===== config.mk =====
export PLATFORM = sky130hd
export DESIGN_NAME = mem_access_unit
export DESIGN_NICKNAME = d
export VERILOG_FILES = /design/src/rtl/mem_access_unit_pkg.sv /design/src/rtl/mem_access_unit_lsu_align.sv /design/src/rtl/mem_access_unit.sv
export SDC_FILE = /design/constraint.sdc
export NUM_CORES = 1
export LEC_CHECK = 0
export ABC_AREA = 1
export CORE_ASPECT_RATIO = 0.5
export CORE_UTILIZATION = 46
export DETAILED_ROUTE_END_ITERATION = 8
export GPL_TIMING_DRIVEN = 1
export MAX_ROUTING_LAYER = met4
export PLACE_DENSITY = 0.86
export SYNTH_ARGS = -nofsm -noshare
export SYNTH_HDL_FRONTEND = slang
export SYNTH_SLANG_ARGS = --single-unit

===== constraint.sdc =====
create_clock -name clk -period 2.8 [get_ports clk]
set_input_delay 0.56 -clock clk [delete_from_list [all_inputs] [get_ports clk]]
set_output_delay 0.56 -clock clk [all_outputs]
set_load 0.05 [all_outputs]

===== src/rtl/mem_access_unit_pkg.sv =====
// Shared codes for the data-memory access unit: regwrite modes,
// access sizes, FSM states and request size/alignment helpers.
package mem_access_unit_pkg;

  localparam logic [2:0] NOREGWRITE = 3'd0;
  localparam logic [2:0] LB         = 3'd1;
  localparam logic [2:0] LH         = 3'd2;
  localparam logic [2:0] LW         = 3'd3;
  localparam logic [2:0] LBU        = 3'd4;
  localparam logic [2:0] LHU        = 3'd5;

  localparam logic [1:0] SZ_B = 2'b00;
  localparam logic [1:0] SZ_H = 2'b01;
  localparam logic [1:0] SZ_W = 2'b10;

  typedef enum logic [1:0] {
    IDLE = 2'd0,
    BUSY = 2'd1,
    DONE = 2'd2
  } state_t;

  // Stores take req_size (11 = word);
  // loads derive size from the mode.
  function automatic logic [1:0] acc_size(
    input logic       store,
    input logic [1:0] size,
    input logic [2:0] rw
  );
    logic [1:0] s;
    if (store) begin
      s = (size == 2'b11) ? SZ_W : size;
    end else begin
      unique case (1'b1)
        (rw == LB) || (rw == LBU): s = SZ_B;
        (rw == LH) || (rw == LHU): s = SZ_H;
        default:                   s = SZ_W;
      endcase
    end
    return s;
  endfunction

  function automatic logic misaligned(
    input logic [1:0] size,
    input logic [1:0] off
  );
    return ((size == SZ_H) && off[0]) ||
           ((size == SZ_W) && (off != 2'b00));
  endfunction

endpackage


===== src/rtl/mem_access_unit_lsu_align.sv =====
// Lane alignment: byte enables, replicated store data,
// effective offset and right-aligned load data.
module lsu_align
  import mem_access_unit_pkg::*;
(
  input  logic        store,
  input  logic [1:0]  size,
  input  logic [1:0]  off,
  input  logic [31:0] wdata,
  input  logic [31:0] rdata,
  output logic [3:0]  be,
  output logic [31:0] lanes,
  output logic [1:0]  eff_off,
  output logic [31:0] shifted
);

  always_comb begin
    be      = 4'b1111;
    lanes   = wdata;
    eff_off = 2'b00;
    unique case (1'b1)
      size == SZ_B: begin
        eff_off = off;
        lanes   = {4{wdata[7:0]}};
        be      = 4'b0001 << off;
      end
      size == SZ_H: begin
        eff_off = {off[1], 1'b0};
        lanes   = {2{wdata[15:0]}};
        be      = 4'b0011 << {off[1], 1'b0};
      end
      default: begin
        eff_off = 2'b00;
        lanes   = wdata;
        be      = 4'b1111;
      end
    endcase
    if (!store) be = 4'b1111;
  end

  assign shifted = rdata >> {eff_off, 3'b000};

endmodule


===== src/rtl/mem_access_unit.sv =====
// MEM-stage data memory access FSM (IDLE/BUSY/DONE); stalls the
// pipeline until mem_ack, then pulses wb_valid with aligned data.
// Ports: req_* from MEM, mem_* to memory, wb_* to WB, stall out.
// MISALIGN_CHECK_EN adds wb_misalign and skips misaligned accesses.
module mem_access_unit
  import mem_access_unit_pkg::*;
#(
  parameter int ADDR_W = 32
) (
  input  logic              clk,
  input  logic              rst,
  input  logic              req_valid,
  input  logic              req_store,
  input  logic [1:0]        req_size,
  input  logic [ADDR_W-1:0] req_addr,
  input  logic [31:0]       req_wdata,
  input  logic [2:0]        req_regwrite,
  output logic              stall,
  output logic              mem_req,
  output logic              mem_we,
  output logic [3:0]        mem_be,
  output logic [ADDR_W-1:0] mem_addr,
  output logic [31:0]       mem_wdata,
  input  logic              mem_ack,
  input  logic [31:0]       mem_rdata,
  output logic              wb_valid,
  output logic [31:0]       wb_data,
  output logic [1:0]        wb_bytesel,
  output logic [2:0]        wb_regwrite
`ifdef MISALIGN_CHECK_EN
  ,
  output logic              wb_misalign
`endif
);

  state_t state, nxt;

  logic              c_store;
  logic [1:0]        c_size;
  logic [ADDR_W-1:0] c_addr;
  logic [31:0]       c_wdata;
  logic [2:0]        c_rw;

  logic [1:0]  req_sz;
  logic [3:0]  al_be;
  logic [31:0] al_wdata;
  logic [1:0]  al_off;
  logic [31:0] al_rdata;
  logic        mis;

  assign req_sz = acc_size(req_store, req_size, req_regwrite);

`ifdef MISALIGN_CHECK_EN
  assign mis = misaligned(req_sz, req_addr[1:0]);
`else
  assign mis = 1'b0;
`endif

  lsu_align u_align (
    .store   (c_store),
    .size    (c_size),
    .off     (c_addr[1:0]),
    .wdata   (c_wdata),
    .rdata   (mem_rdata),
    .be      (al_be),
    .lanes   (al_wdata),
    .eff_off (al_off),
    .shifted (al_rdata)
  );

  always_comb begin
    nxt       = state;
    stall     = 1'b0;
    mem_req   = 1'b0;
    mem_we    = 1'b0;
    mem_be    = 4'b0000;
    mem_addr  = '0;
    mem_wdata = '0;
    wb_valid  = 1'b0;
    unique case (state)
      IDLE: begin
        stall = req_valid;
        if (req_valid) nxt = mis ? DONE : BUSY;
      end
      BUSY: begin
        stall     = 1'b1;
        mem_req   = 1'b1;
        mem_we    = c_store;
        mem_be    = al_be;
        mem_addr  = {c_addr[ADDR_W-1:2], 2'b00};
        mem_wdata = al_wdata;
        if (mem_ack) nxt = DONE;
      end
      DONE: begin
        wb_valid = 1'b1;
        nxt      = IDLE;
      end
      default: nxt = IDLE;
    endcase
  end

  always_ff @(posedge clk) begin
    if (rst) begin
      state       <= IDLE;
      c_store     <= 1'b0;
      c_size      <= SZ_W;
      c_addr      <= '0;
      c_wdata     <= '0;
      c_rw        <= NOREGWRITE;
      wb_data     <= '0;
      wb_bytesel  <= 2'b00;
      wb_regwrite <= NOREGWRITE;
`ifdef MISALIGN_CHECK_EN
      wb_misalign <= 1'b0;
`endif
    end else begin
      state <= nxt;
      if (state == IDLE && req_valid) begin
        c_store <= req_store;
        c_size  <= req_sz;
        c_addr  <= req_addr;
        c_wdata <= req_wdata;
        c_rw    <= req_regwrite;
      end
`ifdef MISALIGN_CHECK_EN
      if (state == IDLE && req_valid && mis) begin
        wb_data     <= '0;
        wb_bytesel  <= req_addr[1:0];
        wb_regwrite <= NOREGWRITE;
        wb_misalign <= 1'b1;
      end
`endif
      if (state == BUSY && mem_ack) begin
        wb_data     <= al_rdata;
        wb_bytesel  <= al_off;
        wb_regwrite <= c_store ? NOREGWRITE : c_rw;
`ifdef MISALIGN_CHECK_EN
        wb_misalign <= 1'b0;
`endif
      end
    end
  end

endmodule


Yosys cells after proc, flatten, opt, wreduce, memory -nomap -nowiden
Index checks and enable logic that the tools add are counted.
{"block": "totals", "ff_bits": 109, "input_bits": 106, "output_inout_bits": 109, "wordCells": 47}
{"block": "op_classes", "n_eq_ne": 10, "shift": 3, "muxes": 18, "n_reduce_logical": 7}
{"cell": "2-to-1 mux 32 bit", "n": 2}
{"cell": "case mux 32 bit (2 select lines)", "n": 1}
{"cell": "right shift 32 x 5 -> 32 bit", "n": 1}
{"cell": "case mux 2 bit (2 select lines)", "n": 3}
{"cell": "2-to-1 mux 2 bit", "n": 4}
{"cell": "2-to-1 mux 4 bit", "n": 2}
{"cell": "case mux 4 bit (2 select lines)", "n": 1}
{"cell": "== test 3 bit (second input constant)", "n": 2}
{"cell": "== test 2 x 1 -> 1 bit (second input constant)", "n": 2}
{"cell": "== test 2 bit (second input constant)", "n": 2}
{"cell": "zero test 2 bit", "n": 2}
{"cell": "inequality test 2 bit (second input constant)", "n": 2}
{"cell": "<< shifter 1 x 2 -> 4 bit (first input constant)", "n": 1}
{"cell": "<< shifter 2 x 2 -> 4 bit (first input constant)", "n": 1}
{"cell": "== test 3 x 1 -> 1 bit (second input constant)", "n": 1}
{"cell": "== test 3 x 2 -> 1 bit (second input constant)", "n": 1}
{"cell": "2-to-1 mux 1 bit", "n": 3}
{"cell": "2-to-1 mux 3 bit", "n": 1}
{"cell": "logical AND 1 bit", "n": 2}
{"cell": "logical OR 1 bit", "n": 2}
{"cell": "case mux 1 bit (2 select lines)", "n": 1}
{"cell": "AND reduction 2 bit", "n": 1}

Depth between registers and ports, before layout
Gate-level depths: netlist of the first run.
{"block": "depth", "ltp_word": 4, "depth_mapped": 9, "ltp_nobuf": 8}

Hierarchy
Synthesis of the first run repeated with hierarchy kept, for this count alone.
{"block": "hier_totals", "cells_unflattened": 901, "area_unflattened_um2": 5574.1}
{"mod": "mem_access_unit", "instances": 1, "cells_per_inst": 641, "area_each_um2": 4410.5, "seq_area_each_um2": 2182.1}
{"mod": "lsu_align", "instances": 1, "cells_per_inst": 260, "area_each_um2": 1163.6, "seq_area_each_um2": 0.0}

Least setup slack after synthesis of the first run
Ideal clock, no wire load.
{"block": "synth_path", "path_kind": "flip-flop to output port", "startpoint": "reg c_size[1]", "endpoint": "out mem_wdata[15]", "t_arrival_ns": 1.932, "required_ns": 2.240, "setup_slack_ns": 0.308, "stages_incl_launch_ff": 6, "n_path_buf": 1, "cell_sequence": "dfxtp_1 -> inv_2 -> buf_2 -> nand2_1 -> o22ai_1 -> nor3_1"}
{"block": "synth_between", "elab_chain_cells": 3, "word_cells_on_any_way": 4, "classes_between": "eq/ne: 1; mux: 2; reduce/logical: 1"}
{"element": "from (decl)", "line": "mem_access_unit.sv:39", "rtl": "logic [1:0] c_size;"}
{"element": "from (signal assigned)", "line": "mem_access_unit.sv:120", "rtl": "c_size <= req_sz;"}
{"element": "== test 2 x 1 -> 1 bit or zero test 2 bit (tied branches)", "line": "mem_access_unit_lsu_align.sv:27, mem_access_unit_lsu_align.sv:22"}
{"element": "case mux 32 bit (2 select lines) (*)", "line": "mem_access_unit_lsu_align.sv:21", "rtl": "unique case (1'b1)"}
{"element": "2-to-1 mux 32 bit (*)", "line": "mem_access_unit.sv:80", "rtl": "unique case (state)"}
{"element": "to (decl)", "line": "mem_access_unit.sv:23", "rtl": "output logic [31:0] mem_wdata,"}
Every way passes the cells marked *; elsewhere a longest branch is shown, timed or not.

Final worst setup path of the first run
{"block": "layout_path", "startpoint": "reg state[1]", "endpoint": "out mem_wdata[30]"}
{"block": "layout_between", "elab_chain_cells": 2}
{"element": "from (decl)", "line": "mem_access_unit.sv:36", "rtl": "state_t state, nxt;"}
{"element": "from (signal assigned)", "line": "mem_access_unit.sv:117", "rtl": "state <= nxt;"}
{"element": "== test 2 x 1 -> 1 bit", "line": "mem_access_unit.sv:80"}
{"element": "2-to-1 mux 32 bit", "line": "mem_access_unit.sv:80"}
No other way between the ends.

==> results of run 1 <==
-- where the power goes --
part / switching, uW / internal (uW)
Clock: 602 / 881
Combinational: 631 / 412
Sequential: 61.1 / 1660
Total: 1290 / 2960
-- sequential cells by signal, indices dropped and copies added, names as in the netlist --
register and cells:
c_addr 32, wb_data 32, wb_regwrite 3, wb_bytesel 2, c_size 2, c_wdata 32
c_store 1, c_rw 3, state 2
-- worst max-delay path by stage --
stage,end,slack (ns),depth (start not counted)
global route,mem_wdata[14],0.02,6
CTS,mem_wdata[14],0.11,6
detailed placement,mem_wdata[14],0.49,6
floorplan,mem_wdata[15],0.31,5
global placement,mem_wdata[26],0.54,6
finish,mem_wdata[30],0.14,6
-- routing by layer --
| metal | vias up | global-route usage [%] |
|---|---|---|
| met5 | - | - |
| met4 | 0 | 13.7 |
| met3 | 57 | 6.17 |
| met2 | 260 | 46.2 |
| met1 | 2526 | 32.6 |
| li1 | 2751 | - |
-- cell families after synthesis --
kind of cell / count (synthesis) / share of synthesized area, %
AO/OA/AOI/OAI: 187 / 19.3
buffers and inverters: 133 / 11.0
flip-flops: 109 / 43.6
other: 1 / 0.0749
AND/OR/NAND/NOR: 315 / 26.1
-- critical path: cells and delay by family, from the launching register on --
kind / cells / cell delay [ns]
buf+inv: 3 / 0.65
simple gates: 2 / 0.50
flops: 1 / 0.33
compound gates: 1 / 0.26
-- what timing repair did --
action | in CTS | in global routing
setup endpoints to repair | 0 | 12
gates resized for setup | 0 | 3
endpoints found under the hold margin | 0 | 0
buffers inserted | 0 | 0
-- stage by stage --
step / instances / hold slack, ns / worst slack [ns]
after global routing: 1075 / 0.473 / 0.0238
after CTS: 1075 / 0.457 / 0.113
final: 1075 / 0.453 / 0.145
after floorplan: 746 / 0.430 / 0.308
after global placement: 1059 / 0.438 / 0.544
after detailed placement: 1059 / 0.443 / 0.488
-- area by class of cell --
| type | instances | area [um2] |
|---|---|---|
| flip-flops and latches | 109 | 2180 |
| repair buffers | 226 | 2380 |
| inverters | 80 | 307 |
| clock buffers | 9 | 225 |
| multi-input cells | 504 | 2280 |
| well taps | 140 | 175 |
| fillers | 789 | 2730 |
| clock inverters | 7 | 121 |
-- placed cells by master (no fill, tap or decap), drive strengths merged --
cell,count
buf,76
clkdlybuf4s50,150
clkbuf,9
conb,2
bufinv,3
o22ai,9
clkinv,2
nand3,53
a21oi,78
nor3,2
nand3b,6
o21a,5
a31oi,2
clkinvlp,1
dfxtp,109
nand2,93
o21ai,92
o211ai,1
nor2,161
inv,81
==> insert_results.sql, run 1 <==
INSERT INTO impl_metrics (metric_group, metric, value, unit) VALUES
('setup_path', 'rr_startpoint', 'c_size[1]', ''),
('die', 'fp-row-count', '26', ''),
('placed_design', 'place.port_buffers', '212', ''),
('die', 'die_w', '150', 'um'),
('synthesis', 'synthesis.area_per_instance', '6.72', 'um2'),
('sta', 'final.period_utilization', '94.8', '%'),
('power', 'powerDensity', '553', 'nW/um2'),
('min_path', 'holdCritStartpoint', 'c_addr[25]', ''),
('min_path', 'hold-path-cell-count', '2', ''),
('job', 'cap_viol_max_count', '0', ''),
('sta', 'setup_violations', '0', ''),
('grt', 'grt.total_usage', '27.9', '%'),
('sta', 'skew', '0.00858', 'ns'),
('die', 'core_area', '10400', 'um2'),
('setup_path', 'regToRegEndpoint', 'wb_data[13]', ''),
('synthesis', 'dominant_cell_by_count_in_the_synthesized_netlist', 'nor2_1', ''),
('setup_path', 'cp-end-kind', 'output port', ''),
('synthesis', 'synth_commonest_cells', '158 x nor2_1, 109 x dfxtp_1, 91 x nand2_1', ''),
('cells_and_area', 'finalNetCount', '1036', ''),
('cells_and_area', 'postLayoutCoreUtil', '73.8', '%'),
('drt', 'routed_wl', '15.6', 'mm'),
('clock_tree', 'cts_inserted_buffers', '9', ''),
('synthesis', 'synth_ff_type', 'dfxtp_1', ''),
('drt', 'postRouteAntennaNets', '0', ''),
('drt', 'maxUsedRoutingLayer', 'met4', ''),
('placed_design', 'dpl.hpwl', '11.0', 'mm'),
('cells_and_area', 'antenna_cells_inserted', '0', ''),
('run_status', 'run_status', 'completed', ''),
('synthesis', 'post_synth_main_area_contributors', 'dfxtp_1 44%, nor2_1 12%, o21ai_0 9.0%, a21oi_1 7.8%, nand2_1 6.8%', ''),
('clock_tree', 'cts_max_level', '3', ''),
('grt', 'grt_overflow_total', '0', ''),
('power', 'totalPowerFinal', '4250', 'uW'),
('clock_tree', 'clk_pin_slew_worst_paths', '0.07', 'ns'),
('setup_path', 'timing.setup.critical_path_class', 'reg -> out', ''),
('setup_path', 'cp.arrival', '2.10', 'ns'),
('grt', 'vias_in_the_first_global_route', '4982', ''),
('clock_tree', 'clk_latency', '0.35', 'ns'),
('clock_tree', 'root_buffer', 'clkbuf_16', ''),
('drt', 'met3_length', '1.21', 'mm'),
('setup_path', 'ff2ff_path_depth', '9', ''),
('sta', 'max_freq', '0.377', 'GHz'),
('sta', 'finalSetupTns', '0', 'ns'),
('grt', 'grt_start_max_net_pins', '77', ''),
('setup_path', 'timing.reg2reg.setup_slack', '1.12', 'ns'),
('grt', 'grt_first_pass_wirelength', '23.8', 'mm'),
('sta', 'slew-limit-headroom', '58.6', '%'),
('power', 'power.ir.vdd_worst', '344', 'uV'),
('drt', 'met2WireLength', '7.41', 'mm'),
('synthesis', 'synth_seq_area_share', '43.6', '%'),
('die', 'die_height', '75.8', 'um'),
('die', 'initial_cell_density_of_the_core', '48.1', '%'),
('drt', 'routedLengthMet1', '6.41', 'mm'),
('sta', 'timing_worst_slew_pin_value', '0.621', 'ns'),
('setup_path', 'cp_cell_sequence', 'inv_1 > nand2_1 > clkinvlp_4 > o21ai_0 > nor2_1 > buf_12', ''),
('drt', 'wire_per_inst', '14.5', 'um'),
('drt', 'tritonroute_pass_1_iters', '5', ''),
('cells_and_area', 'fin_area', '7680', 'um2'),
('drt', 'vias', '5594', ''),
('drt', 'post_route_drc', '0', ''),
('synthesis', 'synthesis.instances', '745', ''),
('sta', 'slew_viol_final', '0', ''),
('synthesis', 'yosysWarnings', '0', ''),
('setup_path', 'critPathRequiredTime', '2.24', 'ns'),
('setup_path', 'worstPathMaxFanout', '16', ''),
('grt', 'antenna_found_initial', '0', ''),
('drt', 'drt_first_iter_violations', '359', ''),
('synthesis', 'async_flop_share', '0', '%'),
('synthesis', 'yosys.cell_types.count', '28', ''),
('cells_and_area', 'area_growth_syn_to_layout', '53.3', '%'),
('setup_path', 'worst_setup_path_start_kind', 'flip-flop', ''),
('setup_path', 'setup.worst_path.start', 'state[1]', '');
Power figures use the tool's default switching activity.
==> run 2, diff against run 1 <==
- CORE_UTILIZATION: 46 -> 43
- PLACE_DENSITY: 0.86 -> 0.81
- clock period: 2.8 -> 2.9 ns (I/O delays scaled with it)
==> run 2 against run 1 <==
Global-route usage fell by 1.1 points; die area is 6.8% higher; critical path depth down 1; combinational power hardly changed; sequential power decreased by 3%; flip-flop and latch count is the same; via count decreased by 1.7%; sequential share of layout area is 0.47 points lower; design area up 1.7%; first-iteration DRC count grew 0.56%; wire length increased by 0.41%.
==> insert_results.sql, run 2 (synthesis gave the netlist of run 1 again) <==
INSERT INTO impl_metrics (metric_group, metric, value, unit) VALUES
('cells_and_area', 'finalNetCount', '1033', ''),
('clock_tree', 'max-clock-path-buffers', '2', ''),
('clock_tree', 'clk_pin_slew_worst_paths', '0.07', 'ns'),
('setup_path', 'cp.buffers_inverters', '2', ''),
('min_path', 'holdCritPathClass', 'reg -> reg', ''),
('clock_tree', 'cts.repair_timing.setup_buffer_count', '0', ''),
('sta', 'slew_viol_final', '0', ''),
('sta', 'max_freq', '0.356', 'GHz'),
('cells_and_area', 'final-seq-area', '2180', 'um2'),
('drt', 'post_route_drc', '0', ''),
('sta', 'finalSetupTns', '0', 'ns'),
('drt', 'vias', '5501', ''),
('setup_path', 'cp.arrival', '2.23', 'ns'),
('min_path', 'hold-path-cell-count', '2', ''),
('setup_path', 'timing.setup.critical_path_class', 'reg -> out', ''),
('clock_tree', 'cts_inserted_buffers', '9', ''),
('cells_and_area', 'final_common_cell', 'nor2_1', ''),
('die', 'io-pin-count', '215', ''),
('cells_and_area', 'postLayoutCoreUtil', '69.8', '%'),
('grt', 'grt_start_max_net_pins', '72', ''),
('cells_and_area', 'layoutNonFillerInstCount', '1091', ''),
('power', 'power_leakage', '0.00360', 'uW'),
('setup_path', 'crit_path_top_delay_cell', 'clkdlybuf4s50_1', ''),
('setup_path', 'setup.worst_path.start', 'c_size[0]', ''),
('placed_design', 'dp.cells', '1075', ''),
('power', 'power.ir.vdd_worst', '308', 'uV'),
('sta', 'final.period_utilization', '96.8', '%'),
('sta', 'rsz0062_at_grt', 'false', ''),
('sta', 'slew-limit-headroom', '52.9', '%'),
('setup_path', 'rr_startpoint', 'c_size[1]', ''),
('placed_design', 'place.gp.congestion', '0.877', ''),
('power', 'totalPowerFinal', '4020', 'uW'),
('cells_and_area', 'layout_top_registers', 'c_addr (32), c_wdata (32), wb_data (32)', ''),
('clock_tree', 'clk_latency', '0.35', 'ns'),
('die', 'core_area', '11200', 'um2'),
('drt', 'postRouteAntennaNets', '0', ''),
('drt', 'wire_per_inst', '14.4', 'um'),
('placed_design', 'dpl.hpwl', '11.0', 'mm'),
('sta', 'finalWorstPathRequiredPeriod', '2.81', 'ns'),
('grt', 'grt_overflow_total', '0', ''),
('clock_tree', 'clock_tree_from_tritoncts', 'built', ''),
('setup_path', 'worst_setup_path_start_kind', 'flip-flop', ''),
('clock_tree', 'cts_hold_repair.buffers', '0', ''),
('run_status', 'run_status', 'completed', ''),
('setup_path', 'critPathRequiredTime', '2.32', 'ns'),
('drt', 'detail_route.vias_per_cell', '5.04', ''),
('setup_path', 'regToRegEndpoint', 'wb_data[14]', ''),
('setup_path', 'worstPathMaxFanout', '9', ''),
('cells_and_area', 'drive_gt1_share', '7.83', '%'),
('setup_path', 'ff2ff_path_depth', '9', ''),
('setup_path', 'worst_path_dominant_cell_family', 'buffers and inverters', ''),
('die', 'initial_cell_density_of_the_core', '44.8', '%'),
('drt', 'drt_first_iter_violations', '361', ''),
('clock_tree', 'cts_max_level', '3', ''),
('setup_path', 'timing.reg2reg.setup_slack', '0.81', 'ns'),
('sta', 'skew', '0.00796', 'ns'),
('die', 'die_height', '78.3', 'um'),
('grt', 'antenna_found_initial', '0', ''),
('cells_and_area', 'nFillCells', '931', ''),
('placed_design', 'place.port_buffers', '212', ''),
('setup_path', 'critical_path_cell_count', '5', ''),
('grt', 'grt.total_usage', '26.7', '%'),
('setup_path', 'cp-end-kind', 'output port', ''),
('cells_and_area', 'multi_input_comb_area', '2290', 'um2'),
('sta', 'timing_worst_slew_pin_value', '0.704', 'ns'),
('clock_tree', 'cts_num_sinks', '109', ''),
('sta', 'finalHoldViolCount', '0', ''),
('grt', 'grt_first_pass_wirelength', '24.9', 'mm'),
('die', 'die_w', '155', 'um'),
('cells_and_area', 'antenna_cells_inserted', '0', ''),
('die', 'die-area', '12100', 'um2'),
('clock_tree', 'root_buffer', 'clkbuf_16', ''),
('job', 'cap_viol_max_count', '0', ''),
('setup_path', 'timing.critical_path.to', 'mem_be[3]', ''),
('sta', 'setup_violations', '0', ''),
('cells_and_area', 'final_cell_mix', '158 x nor2_1, 154 x clkdlybuf4s50_1, 109 x dfxtp_1', ''),
('setup_path', 'cp_cell_sequence', 'inv_1 > nand2_1 > o22ai_1 > a21oi_1 > clkdlybuf4s50_1', ''),
('drt', 'routed_wl', '15.7', 'mm'),
('drt', 'tritonroute_pass_1_iters', '5', ''),
('setup_path', 'max_stage_delay', '0.85', 'ns'),
('power', 'powerDensity', '515', 'nW/um2'),
('die', 'fp-row-count', '27', ''),
('cells_and_area', 'area_growth_syn_to_layout', '55.9', '%'),
('grt', 'vias_in_the_first_global_route', '5027', '');
run 2: worst min-delay path, stage by stage (launching register included):
cell	delay, ns
dfxtp_1	0.30
inv_1	0.06
a21oi_1	0.05
run 2: power breakdown:
part	leakage, uW	total [uW]	switching, uW	internal [uW]
Sequential	0.000898	1660	55.9	1610
Combinational	0.00254	1010	610	403
Clock	0.000163	1340	541	802
Total	0.00360	4020	1210	2810
run 2: how the worst min path moves through the flow:
stage / start / end
after floorplan: c_addr[10] / c_addr[10]
after global placement: c_addr[6] / c_addr[6]
after detailed placement: c_addr[6] / c_addr[6]
after CTS: c_addr[6] / c_addr[6]
after global routing: c_addr[16] / c_addr[16]
final: c_addr[7] / c_addr[7]
run 2: timing repair:
item / 4_1_cts / 5_1_grt
resized for setup: 0 / 26
endpoints found under the hold margin: 0 / 0
setup endpoints to repair: 0 / 47
run 2: stage by stage:
stage / cell area, um2 / setup WS [ns] / hold slack (ns)
final: 7810 / 0.0930 / 0.452
after detailed placement: 7420 / 0.434 / 0.442
after global routing: 7810 / 0.00293 / 0.464
after global placement: 7420 / 0.493 / 0.438
after floorplan: 5010 / 0.388 / 0.430
after CTS: 7740 / 0.0696 / 0.453
run 2: routing by layer:
layer  GRT usage [%]  vias up  share of wire (%)
met5               -        -                  0
met4            9.50        0                2.8
met3            6.52       32                7.0
met2            44.1      217                 48
met1            32.1     2506                 42
li1                -     2746                  -
run 2: area by class of cell:
class / count / share of cell area [%]
clock buffer: 12 / 3.28
tap: 159 / 2.55
timing repair buffer: 223 / 32.1
multi-input combinational: 504 / 29.3
clock inverter: 4 / 0.897
inverter: 80 / 3.89
sequential: 109 / 27.9
